--- src/rtl/uart_telemetry_tx_pkg.sv ---
// uart_telemetry_tx_pkg: UART constants shared with the RX side and the TX FSM state type
package uart_telemetry_tx_pkg;
  localparam int CLK_FREQ_HZ = 50_000_000;
  localparam int UART_BAUD = 115_200;
  typedef enum logic [1:0] {IDLE, START, DATA, STOP} tx_state_e;
endpackage

--- src/rtl/uart_telemetry_tx_fifo.sv ---
// uart_telemetry_tx_fifo: synchronous byte FIFO with occupancy level, ignores push when full and pop when empty
module uart_telemetry_tx_fifo
  import uart_telemetry_tx_pkg::*;
#(
  parameter int DEPTH = 16
) (
  input  logic                     clk,
  input  logic                     rst_n,
  input  logic                     push,
  input  logic [7:0]               wr_data,
  input  logic                     pop,
  output logic [7:0]               rd_data,
  output logic                     full,
  output logic                     empty,
  output logic [$clog2(DEPTH):0]   level
);
  localparam int AW = $clog2(DEPTH);
  logic [7:0] mem [DEPTH];
  logic [AW-1:0] wr_ptr, rd_ptr;
  logic wr_en, rd_en;
  assign full = level == (AW+1)'(DEPTH);
  assign empty = level == '0;
  assign wr_en = push && !full;
  assign rd_en = pop && !empty;
  assign rd_data = mem[rd_ptr];
  // storage array, no reset needed since level gates every read
  always_ff @(posedge clk) begin
    if (wr_en) mem[wr_ptr] <= wr_data;
  end
  // pointers wrap modulo depth; level tracks push/pop, unchanged when both fire
  always_ff @(posedge clk or negedge rst_n) begin
    if (!rst_n) begin
      wr_ptr <= '0;
      rd_ptr <= '0;
      level <= '0;
    end else begin
      if (wr_en) wr_ptr <= wr_ptr + 1'b1;
      if (rd_en) rd_ptr <= rd_ptr + 1'b1;
      level <= level + (AW+1)'(wr_en) - (AW+1)'(rd_en);
    end
  end
endmodule

--- src/rtl/uart_telemetry_tx.sv ---
// uart_telemetry_tx: FIFO-buffered 8N1 UART transmitter, LSB first, registered TxD
module uart_telemetry_tx
  import uart_telemetry_tx_pkg::*;
#(
  parameter int CLK_FREQ = CLK_FREQ_HZ,
  parameter int BAUD = UART_BAUD,
  parameter int FIFO_DEPTH = 16
) (
  input  logic                          clk,
  input  logic                          rst_n,
  input  logic [7:0]                    tx_data,
  input  logic                          tx_valid,
  output logic                          tx_ready,
  output logic                          TxD,
  output logic                          tx_busy,
  output logic [$clog2(FIFO_DEPTH):0]   fifo_level
);
  localparam int BAUD_DIV = (CLK_FREQ + BAUD / 2) / BAUD;
  localparam int CW = $clog2(BAUD_DIV);
  localparam logic [CW-1:0] LAST = CW'(BAUD_DIV - 1);
  tx_state_e state, state_n;
  logic [CW-1:0] baud_cnt, baud_cnt_n;
  logic [2:0] bit_idx, bit_idx_n;
  logic [7:0] shift_reg, shift_n, fifo_rd;
  logic pop, full, empty, bit_end, txd_n;
  uart_telemetry_tx_fifo #(.DEPTH(FIFO_DEPTH)) u_fifo (
    .clk     (clk),
    .rst_n   (rst_n),
    .push    (tx_valid),
    .wr_data (tx_data),
    .pop     (pop),
    .rd_data (fifo_rd),
    .full    (full),
    .empty   (empty),
    .level   (fifo_level)
  );
  assign tx_ready = !full;
  assign tx_busy = state != IDLE || fifo_level != '0;
  assign bit_end = baud_cnt == LAST;
  // TxD is registered from the current state, so the line lags the FSM by one clock uniformly
  assign txd_n = state == START ? 1'b0 : state == DATA ? shift_reg[0] : 1'b1;
  // next-state logic: pop on idle or on the last stop cycle so queued frames run gap-free
  always_comb begin
    state_n = state;
    baud_cnt_n = baud_cnt + 1'b1;
    bit_idx_n = bit_idx;
    shift_n = shift_reg;
    pop = 1'b0;
    case (state)
      IDLE: begin
        baud_cnt_n = '0;
        if (!empty) begin
          pop = 1'b1;
          shift_n = fifo_rd;
          state_n = START;
        end
      end
      START: if (bit_end) begin
        baud_cnt_n = '0;
        bit_idx_n = '0;
        state_n = DATA;
      end
      DATA: if (bit_end) begin
        baud_cnt_n = '0;
        shift_n = shift_reg >> 1;
        bit_idx_n = bit_idx + 3'd1;
        state_n = bit_idx == 3'd7 ? STOP : DATA;
      end
      STOP: if (bit_end) begin
        baud_cnt_n = '0;
        pop = !empty;
        shift_n = empty ? shift_reg : fifo_rd;
        state_n = empty ? IDLE : START;
      end
      default: state_n = IDLE;
    endcase
  end
  // state, counters, shifter and line flop; reset aborts any frame and drives the line high
  always_ff @(posedge clk or negedge rst_n) begin
    if (!rst_n) begin
      state <= IDLE;
      baud_cnt <= '0;
      bit_idx <= '0;
      shift_reg <= '0;
      TxD <= 1'b1;
    end else begin
      state <= state_n;
      baud_cnt <= baud_cnt_n;
      bit_idx <= bit_idx_n;
      shift_reg <= shift_n;
      TxD <= txd_n;
    end
  end
endmodule

--- config.mk ---
export PLATFORM = sky130hd
export DESIGN_NAME = uart_telemetry_tx
export DESIGN_NICKNAME = d
export VERILOG_FILES = /design/src/rtl/uart_telemetry_tx_pkg.sv /design/src/rtl/uart_telemetry_tx_fifo.sv /design/src/rtl/uart_telemetry_tx.sv
export SDC_FILE = /design/constraint.sdc
export NUM_CORES = 1
export LEC_CHECK = 0
export BUFFER_PORTS_ARGS = -buffer_cell sky130_fd_sc_hd__buf_4
export CAP_MARGIN = 20
export CORE_AREA = 2 2 134 136
export CTS_BUF_LIST = sky130_fd_sc_hd__clkbuf_8 sky130_fd_sc_hd__clkbuf_16
export CTS_CLUSTER_DIAMETER = 100
export DETAILED_ROUTE_END_ITERATION = 7
export DIE_AREA = 0 0 136 138
export PLACE_DENSITY = 0.61
export SETUP_SLACK_MARGIN = 0.02
export SYNTH_ARGS = -nofsm -noshare
export SYNTH_HDL_FRONTEND = slang
export SYNTH_SLANG_ARGS = --single-unit
--- constraint.sdc ---
create_clock -name clk -period 5.6 [get_ports clk]
set_input_delay 1.12 -clock clk [delete_from_list [all_inputs] [get_ports clk]]
set_output_delay 1.12 -clock clk [all_outputs]
set_load 0.05 [all_outputs]
; ---- Word-level counts from Yosys, hierarchy flattened
; Memories as Yosys holds them, arrays and structs flattened.
; Cells that the tools add are included.
[classes]
eq_ne = 10
add_sub_neg = 6
n_mux = 23
n_reduce_logical = 15
[op_table]
columns = operator, n
row1 = 2-to-1 mux 8 bit, 3
row2 = one-hot mux 8 bit (3 select lines), 1
row3 = one-hot mux 9 bit (2 select lines), 1
row4 = adder 9 x 1 -> 9 bit (second input constant), 1
row5 = == test 9 bit (second input constant), 1
row6 = 2-to-1 mux 9 bit, 1
row7 = adder 4 x 1 -> 4 bit (second input constant), 2
row8 = 2-to-1 mux 1 bit, 8
row9 = 2-to-1 mux 2 bit, 4
row10 = != test 2 bit (second input constant), 4
row11 = one-hot mux 2 bit (4 select lines), 1
row12 = 2-to-1 mux 3 bit, 2
row13 = one-hot mux 3 bit (2 select lines), 1
row14 = AND reduction 3 bit, 2
row15 = adder 5 x 1 -> 5 bit, 1
row16 = == test 5 bit (second input constant), 1
row17 = zero test 5 bit, 1
row18 = nonzero test 5 bit, 1
row19 = subtractor 5 x 1 -> 5 bit, 1
row20 = == test 2 bit (second input constant), 2
row21 = AND reduction 4 bit, 1
row22 = nonzero test 2 bit, 2
row23 = adder 3 x 1 -> 3 bit (second input constant), 1
row24 = == test 3 bit (second input constant), 1
row25 = 8 further kinds, 10
[word_totals]
register_bits = 36
ram_bits = 128
word_cells = 63
memories = 1
in_bits = 11
[mem_list]
columns = name, words, word_bits, read_ports, rd_ports_with_merged_regs, write_ports, line
row1 = u_fifo.mem, 16, 8, 1, 0, 1, uart_telemetry_tx_fifo.sv:18  ; logic [7:0] mem [DEPTH];

; ---- Longest topological paths before layout
; Gate-level depths: netlist of run 1.
[depth]
depth_word = 6
mapped_depth = 13
mapped_depth_nobuf = 13

; ---- Modules after synthesis
; A second synthesis of run 1 with hierarchy kept.
[hier_totals]
cells_unflattened = 430
area_unflattened_um2 = 7139.3
[modules_own_cells]
columns = mod, area_per_inst_um2, instances, cells_per_inst
row1 = uart_telemetry_tx_fifo, 5863.1, 1, 319
row2 = uart_telemetry_tx, 1276.2, 1, 111

; ---- Worst setup path before layout of run 1
; No wires, ideal clock.
[synth_timing]
path_type = register -> register
startpoint = register u_fifo.level[3]
endpoint = register u_fifo.level[4]
synth_period_minus_slack_ps = 3058
arrival_ps = 2935
required_ps = 5477
path_stages_with_launch = 12
path_buffers = 1
slack_ps = 2542
cell_sequence = dfrtp_1 inv_1 ha_1 nand4_1 and2_1 clkbuf_1 ha_1 fa_1 a21oi_1 nor2_1 nor2_1 xnor2_1
[synth_between]
word_cells_on_any_way = 11
cone_classes = add/sub: 2 / eq/ne: 1 / mux: 3 / reduce/logical: 5
[synth_rtl]
columns = item, line
row1 = "start, declared", uart_telemetry_tx_fifo.sv:15  ; output logic [$clog2(DEPTH):0] level
row2 = "start signal, assigned", uart_telemetry_tx_fifo.sv:39  ; level <= level + (AW+1)'(wr_en) - (AW+1)'(rd_en);
row3 = == test 5 bit, uart_telemetry_tx_fifo.sv:21  ; assign full = level == (AW+1)'(DEPTH);
row4 = zero test 1 bit, n/a
row5 = net tx_ready, uart_telemetry_tx.sv:13  ; output logic tx_ready,
row6 = logical AND 1 bit, uart_telemetry_tx_fifo.sv:23  ; assign wr_en = push && !full;
row7 = net u_fifo.wr_en, uart_telemetry_tx_fifo.sv:20  ; logic wr_en, rd_en;
row8 = adder 5 x 1 -> 5 bit, uart_telemetry_tx_fifo.sv:39
row9 = subtractor 5 x 1 -> 5 bit, uart_telemetry_tx_fifo.sv:39
; The timed path passes the listed nets, and every way through them passes these cells.
; A chain may end at the register's enable or synchronous reset.

; ---- Worst setup path in the final report of run 1
[layout_timing]
startpoint = register u_fifo.level[3]
endpoint = output port tx_busy
[layout_between]
elab_chain_cells = 2
[layout_rtl]
columns = item, line
row1 = nonzero test 5 bit, uart_telemetry_tx.sv:38  ; assign tx_busy = state != IDLE || fifo_level != '0;
row2 = logical OR 1 bit, uart_telemetry_tx.sv:38
row3 = "end, declared", uart_telemetry_tx.sv:15  ; output logic tx_busy,
; Every way passes these cells.

==> impl_metrics.yaml, run 1 <==
worst_hold_path:
  hp-class: "flop to flop"
  min_path_cells: 2
setup_path:
  path_max_fanout: 3
  crit_path_start_kind: "flop"
  setup.worst_path.end_class: "primary output"
  worstRegToRegCells: 13
  cp.arrival_ps: 1840
  cp.required_ps: 4480
  crit_type: "flop to primary output"
logic_synthesis:
  synth-seq-cells: 164
  synth_nets: 459
  synth_largest_area_cell: "edfxtp_1"
  synthFlopType: "edfxtp_1"
  synth-edff-count: 128
  yosysSeqAreaShare: 0.694
  async_reset_ff_frac: 0.220
  ys_warn_count: 0
  synth_area_leaders: "edfxtp_1 (56%), dfrtp_1 (13%), mux4_2 (4.9%)"
  syn_inst: 426
  synth_area_per_cell_um2: 16.0
  synth_area_um2: 6830
  synth_top_area_frac: 0.562
  synthDistinctLibCells: 44
cts:
  post_cts_buffers: 0
  h-tree-depth: 4
  cts.path.max_buffers: 2
  cts-root-buf: "clkbuf_16"
  cts.sinks: 164
  clk_latency_ps: 430
  cts_buffers: 17
  cts_resized: 0
  cts_tree: "built"
  ctsHoldBuffers: 0
  path_clk_slew_ps: 60
die:
  rows: 49
  core_area_um2: 17500
  die-area_um2: 18800
  initial_core_util: 0.390
  fp.dieW_um: 136
  io-pin-count: 19
  die_height_um: 138
timing:
  rsz0062_at_grt: "no"
  finalSetupTns_ps: 0
  timing.slew.headroom: 0.245
  max_freq_mhz: 338
  fin_ws_ps: 2640
  min_period_ps: 2960
  worst_pin_slew_ps: 1120
  setup_viol: 0
  finalHoldViolations: 0
  min_period_over_period: 0.528
  skew_ps: 10.1
  drv_slew: 0
global_route:
  grt_pass1_vias: 3560
  grt_antenna_before_repair: 0
  gr-usage-all-layers: 0.148
  grt_pass1_wl_um: 20300
  grt_max_degree: 38
  gr-total-overflow: 0
power_and_ir_drop:
  powerDensity_nw_per_um2: 388
  ir_drop_mv: 0.247
  p_leak_nw: 2.69
  p_total_mw: 3.00
finish:
  ff_latch_area_um2: 4750
  largest_reg_flops: 128
  fillers: 1549
  diodes: 0
  layout_commonest_cell: "edfxtp_1"
  multiInputGateArea_um2: 1940
  most-common-layout-cells: "edfxtp_1 (128), nor2_1 (34), dfrtp_1 (34), mux2i_1 (28), nand2_1 (22)"
  drive_gt1_frac: 0.158
  syn_to_final_growth_pct: 13.1
  num-nets-final: 482
  post-route-util: 0.441
route:
  routedWlPerCell_um: 18.8
  routed_wl_um: 13000
  first_pass_iters: 5
  drc: 0
  drtIter0Drc: 312
  vias: 3583
  viasPerCell: 5.19
  drtAntennaViolNets: 0
place:
  pre_cts_ws_ps: 2530
  gp_congestion: 0.783
  port_buffers: 18
  dp_hpwl_um: 8440
flow_run:
  maxCapViolCount: 0
outcome:
  outcome: "finished clean"
[cell type report]
class,count,share of cell area
Clock buffer,17,0.0550
Clock inverter,15,0.0151
Inverter,13,0.00631
Multi-Input combinational cell,231,0.251
Sequential cell,164,0.614
Tap cell,229,0.0371
Timing Repair Buffer,22,0.0210
[report_power, final]
part / internal (mW) / leakage [nW] / switching [mW]
Combinational: 0.148 / 0.837 / 0.276
Sequential: 1.45 / 1.60 / 0.0656
Clock: 0.603 / 0.255 / 0.457
[cell families (layout without fill, tap and decap cells)]
logic type / count (synthesis) / in the layout / synth area share
simple gates: 92 / 92 / 0.0652
compound gates: 52 / 52 / 0.0483
flops: 164 / 164 / 0.694
fa+ha+maj: 22 / 22 / 0.0414
xor+xnor: 16 / 16 / 0.0205
mux: 49 / 49 / 0.109
buf+inv: 31 / 67 / 0.0211
[through the flow]
| step | cell area [um^2] | hold slack [ps] | instances |
|---|---|---|---|
| 3_3_place_gp | 7170 | 473 | 656 |
| 5_1_grt | 7730 | 522 | 691 |
| 2_1_floorplan | 6830 | 453 | 426 |
| 4_1_cts | 7710 | 490 | 688 |
| 3_5_place_dp | 7170 | 481 | 656 |
| 6_report | 7730 | 491 | 691 |
[routing by layer]
metal | track usage | wire (um) | up-vias
li1 | - | - | 1676
met3 | 0.0345 | 476 | 20
met5 | 0 | 0 | -
met2 | 0.235 | 6500 | 98
met4 | 0.0625 | 260 | 0
met1 | 0.195 | 5770 | 1789
[critical path, stage by stage, from the launching register on]
cell and delay, ps:
dfrtp_1 400, inv_1 100, ha_1 190, nor4b_1 380
nand2_1 130, buf_4 210
[worst paths after layout]
| check | startpoint | endpoint | slack (ps) |
|---|---|---|---|
| min in group asynchronous | rst_n | u_fifo.level[3] | 650 |
| setup / recovery | u_fifo.level[3] | tx_busy | 2640 |
| max in group asynchronous | rst_n | TxD | 4590 |
| setup reg to reg | baud_cnt[1] | u_fifo.level[4] | 2730 |
| hold reg to reg | shift_reg[0] | TxD | 490 |
| hold / removal | shift_reg[0] | TxD | 490 |
[cell usage after synthesis, types with 3 or more instances]
master and n:
a21oi_1 12, o21ai_0 6, xor2_1 6, ha_1 21, and2_1 3, mux4_1 4, buf_2 4, or3_1 8
xnor2_1 10, buf_4 4, mux4_2 15, nand2b_1 3, nor3_1 6, a22oi_1 14, dfrtp_1 35, edfxtp_1 128
o22ai_1 7, nand3_1 4, inv_1 13, nor2_1 34, buf_1 3, mux2i_1 28, clkbuf_1 6, a31oi_1 8
nand2_1 22
(Power assumes the default switching activity.)
==> run 2, diff against run 1 <==
--- a/config.mk
+++ b/config.mk
@@ -12,7 +12,7 @@
 export CTS_CLUSTER_DIAMETER = 100
 export DETAILED_ROUTE_END_ITERATION = 7
 export DIE_AREA = 0 0 136 138
-export PLACE_DENSITY = 0.61
+export PLACE_DENSITY = 0.63
 export SETUP_SLACK_MARGIN = 0.02
 export SYNTH_ARGS = -nofsm -noshare
 export SYNTH_HDL_FRONTEND = slang
==> constraint.sdc (replaced) <==
create_clock -name clk -period 2.5 [get_ports clk]
set_input_delay 0.5 -clock clk [delete_from_list [all_inputs] [get_ports clk]]
set_output_delay 0.5 -clock clk [all_outputs]
set_load 0.05 [all_outputs]
==> impl_metrics.yaml, run 2 (same netlist as run 1, synthesis figures left out) <==
outcome:
  outcome: "finished clean"
cts:
  cts_buffers: 17
  cts.path.max_buffers: 2
  cts_tree: "built"
  cts.sinks: 164
  clk_latency_ps: 420
  h-tree-depth: 4
  cts-root-buf: "clkbuf_16"
  path_clk_slew_ps: 60
die:
  die-area_um2: 18800
  rows: 49
  io-pin-count: 19
  initial_core_util: 0.390
  die_height_um: 138
  core_area_um2: 17500
  fp.dieW_um: 136
timing:
  setup_viol: 0
  timing.slew.headroom: 0.433
  min_period_over_period: 0.987
  fin_hold_ws_ps: 46.8
  max_freq_mhz: 405
  rsz0062_at_grt: "yes"
  min_period_ps: 2470
  drv_slew: 0
  worst_pin_slew_ps: 846
  skew_ps: 23.1
  finalHoldViolations: 0
flow_run:
  maxCapViolCount: 0
route:
  first_pass_iters: 4
  vias: 3661
  drtIter0Drc: 244
  routedWlPerCell_um: 18.0
  routed_wl_um: 12800
  drtAntennaViolNets: 0
  viasPerCell: 5.13
  drc: 0
setup_path:
  path_max_fanout: 2
  crit_type: "flop to flop"
  crit_path_start_kind: "flop"
  cp.required_ps: 2820
  cp.arrival_ps: 2790
  setup.worst_path.end_class: "flop"
place:
  dp_hpwl_um: 8390
  port_buffers: 18
  gp_congestion: 0.783
global_route:
  grt_antenna_before_repair: 0
  grt_pass1_wl_um: 20500
  gr-usage-all-layers: 0.148
  gr-total-overflow: 0
  grt_max_degree: 38
  grt_pass1_vias: 3749
finish:
  layout_commonest_cell: "edfxtp_1"
  post-route-util: 0.457
  syn_to_final_growth_pct: 17.4
  most-common-layout-cells: "edfxtp_1 (128), buf_4 (43), nor2_1 (34), dfrtp_1 (30), mux2i_1 (28)"
  largest_reg_flops: 128
  drive_gt1_frac: 0.241
  ff_latch_area_um2: 4750
  diodes: 0
  fillers: 1547
  multiInputGateArea_um2: 2030
  num-nets-final: 505
worst_hold_path:
  hp-class: "primary input to asynchronous set/reset pin"
power_and_ir_drop:
  powerDensity_nw_per_um2: 856
  p_total_mw: 6.87
  ir_drop_mv: 0.710
  p_leak_nw: 2.84
==> run 2: cell types whose count changed in the layout (fill, tap and decap cells not counted), moves of 4 or more <==
cell     before  now
nor3_2        1    6
dfrtp_2       1    5
buf_4        19   43
dfrtp_1      34   30
nor3_1        6    1
==> run 2: what timing repair did <==
item	CTS	global route
gates resized for setup	1	6
pin swaps	1	7
setup endpoints to repair	1	2
setup buffers	1	4
hold buffers	0	0
==> run 2: worst max-delay path, stage by stage (launching register included) <==
cell,delay (ps)
dfrtp_1,390
ha_2,170
and4b_2,270
a31oi_4,160
nor3_2,70
ha_1,300
inv_2,40
ha_4,160
fa_2,370
a21oi_2,150
nor2_1,50
nor2_1,110
xnor2_1,140
==> run 2: power by group <==
part / leakage (nW) / total [mW] / internal [mW] / switching [mW]
Combinational: 0.973 / 1.08 / 0.419 / 0.663
Sequential: 1.59 / 3.40 / 3.25 / 0.155
Clock: 0.277 / 2.38 / 1.36 / 1.03
==> run 2: routing by layer <==
| metal | routed length (um) | vias to the layer above | GRT usage |
|---|---|---|---|
| met3 | 474 | 9 | 0.0422 |
| met2 | 6200 | 69 | 0.227 |
| li1 | - | 1723 | - |
| met4 | 148 | 0 | 0.0510 |
| met5 | 0 | - | 0 |
| met1 | 6010 | 1860 | 0.202 |
==> run 2: path summary, 6_finish.rpt <==
path	start	to	slack, ps	cells after the start
setup / recovery	baud_cnt[0]	u_fifo.level[4]	30	12
hold / removal	rst_n	u_fifo.level[4]	50	1
setup reg to reg	baud_cnt[0]	u_fifo.level[4]	30	12
hold reg to reg	bit_idx[0]	bit_idx[0]	500	1
max in group asynchronous	rst_n	u_fifo.level[1]	2080	1
min in group clk	tx_data[0]	u_fifo.mem[4][0]	380	1
==> run 2: cell type report <==
type                       count  area share
clock buffer                  17      0.0530
clock inverter                15      0.0150
inverter                      13     0.00608
multi-input combinational    231       0.253
sequential                   164       0.592
tap                          229      0.0357
timing repair buffer          45      0.0452
==> run 2: metrics by stage <==
stage | worst slack (ps) | instance area [um^2] | setup TNS [ps] | instances
after floorplan | -229 | 6900 | -258 | 426
after global placement | 37.8 | 7410 | 0 | 677
after detailed placement | -83.1 | 7410 | -83.1 | 677
after CTS | 29.5 | 7970 | 0 | 710
after global routing | -94.9 | 8020 | -94.9 | 714
final | 33.0 | 8020 | 0 | 714
==> run 3, diff against run 2 <==
==> constraint.sdc (replaced) <==
create_clock -name clk -period 2.5 [get_ports clk]
set_input_delay 0.25 -clock clk [delete_from_list [all_inputs] [get_ports clk]]
set_output_delay 0.25 -clock clk [all_outputs]
set_load 0.05 [all_outputs]
==> impl_metrics.yaml, run 3 (same netlist as run 1, synthesis figures left out) <==
outcome:
  outcome: "finished clean"
global_route:
  gr-usage-all-layers: 0.148
  grt_max_degree: 38
  grt_pass1_vias: 3749
  grt_pass1_wl_um: 20500
  grt_antenna_before_repair: 0
  gr-total-overflow: 0
finish:
  syn_to_final_growth_pct: 17.5
  post-route-util: 0.458
  fillers: 1546
  most-common-layout-cells: "edfxtp_1 (128), buf_4 (43), nor2_1 (34), dfrtp_1 (30), mux2i_1 (28)"
  drive_gt1_frac: 0.241
  diodes: 0
  layout_commonest_cell: "edfxtp_1"
  multiInputGateArea_um2: 2030
  largest_reg_flops: 128
  num-nets-final: 506
  ff_latch_area_um2: 4750
  design_area_um2: 8030
die:
  rows: 49
  fp.dieW_um: 136
  initial_core_util: 0.390
  io-pin-count: 19
  core_area_um2: 17500
  die-area_um2: 18800
  die_height_um: 138
place:
  port_buffers: 18
  dp_hpwl_um: 8390
  placed_area_um2: 7410
  gp_congestion: 0.783
route:
  first_pass_iters: 5
  drtIter0Drc: 244
  vias: 3662
  drc: 0
  routed_wl_um: 12800
  routedWlPerCell_um: 18.0
  drtAntennaViolNets: 0
  viasPerCell: 5.12
setup_path:
  worstRegToRegCells: 12
  r2r-end: "u_fifo.level[4]"
  setup.worst_path.end_class: "flop"
  cp.required_ps: 2830
  crit_path_start_kind: "flop"
  ff2ff_setup_slack_ps: 30
  crit_type: "flop to flop"
  r2r-start: "baud_cnt[0]"
  path_max_fanout: 2
  cp.arrival_ps: 2790
worst_hold_path:
  min_path_cells: 1
  hp-class: "primary input to flop"
  min_to: "u_fifo.mem[4][0]"
  hold_path_startpoint: "tx_data[0]"
power_and_ir_drop:
  p_sw_mw: 1.85
  ir_drop_mv: 0.710
  clockPowerShare: 0.348
  swShare: 0.269
  internal_power_mw: 5.02
  p_leak_nw: 2.84
  seqPwrFrac: 0.495
  powerDensity_nw_per_um2: 856
  pwr-share-comb: 0.158
cts:
  clk_latency_ps: 420
  cts-root-buf: "clkbuf_16"
  h-tree-depth: 4
  cts.path.max_buffers: 2
  cts_tree: "built"
  path_clk_slew_ps: 60
  cts.sinks: 164
  cts_buffers: 17
timing:
  timing.slew.headroom: 0.435
  skew_ps: 15.4
  worst_pin_slew_ps: 843
  finalHoldViolations: 0
  max_freq_mhz: 405
  min_period_over_period: 0.987
  min_period_ps: 2470
  setup_viol: 0
  rsz0062_at_grt: "yes"
  drv_slew: 0
flow_run:
  maxCapViolCount: 0
## run 3: cell count changes in the layout (fill, tap and decap cells not counted), sizes merged
cell	delta
dlygate4sd3	+1
## run 3: worst max-delay path: stages (launching register included)
cell and delay [ps]:
dfrtp_1 390, ha_2 170, and4b_2 270, a31oi_4 160, nor3_2 70, ha_1 300
inv_2 40, ha_4 160, fa_2 370, a21oi_2 150, nor2_1 50, nor2_1 110
xnor2_1 140
## run 3: timing repair
action / in CTS / in global routing
hold endpoints to repair: 35 / 0
resized for setup: 1 / 6
hold buffers: 1 / 0
endpoints found under the setup margin: 1 / 2
pin swaps: 1 / 7
setup buffers: 1 / 4
cloned: 0 / 0
## run 3: stage by stage
stage | hold WS (ps) | setup TNS [ps] | instances | power, mW | setup WS (ps)
3_5_place_dp | 249 | -83.1 | 677 | 4.53 | -83.1
5_1_grt | 148 | -94.9 | 715 | 7.19 | -94.9
6_report | 136 | 0 | 715 | 6.87 | 32.6
4_1_cts | 125 | 0 | 711 | 6.92 | 29.5
2_1_floorplan | -45.6 | -258 | 426 | 4.16 | -229
3_3_place_gp | 238 | 0 | 677 | 4.48 | 37.8
## run 3: metal layers
metal | vias up | GRT usage | share of wire
met1 | 1858 | 0.202 | 0.47
met4 | 0 | 0.0510 | 0.015
met3 | 12 | 0.0422 | 0.037
li1 | 1724 | - | -
met2 | 68 | 0.227 | 0.48
met5 | - | 0 | 0
## run 3: area by class of cell
cell class                      count  area share
Sequential cell                   164       0.592
Multi-Input combinational cell    231       0.252
Clock buffer                       17      0.0530
Timing Repair Buffer               46      0.0464
Tap cell                          229      0.0357
Clock inverter                     15      0.0150
Inverter                           13     0.00608
## run 3: worst max path at each step
stage | start | endpoint | cells past startpoint
5_1_grt | baud_cnt[1] | u_fifo.level[4] | 13
6_report | baud_cnt[0] | u_fifo.level[4] | 12
3_3_place_gp | u_fifo.level[2] | u_fifo.level[4] | 12
3_5_place_dp | u_fifo.level[2] | u_fifo.level[4] | 12
2_1_floorplan | u_fifo.level[2] | u_fifo.level[4] | 11
4_1_cts | baud_cnt[0] | u_fifo.level[4] | 12
## run 3: power groups by stage
stage | sequential [mW] | combinational, mW | clock, mW
after CTS | 3.40 | 1.08 | 2.44
after global routing | 3.43 | 1.20 | 2.55
after detailed placement | 3.45 | 1.07 | 0
after floorplan | 3.53 | 0.632 | 0
final | 3.40 | 1.08 | 2.39
after global placement | 3.43 | 1.05 | 0
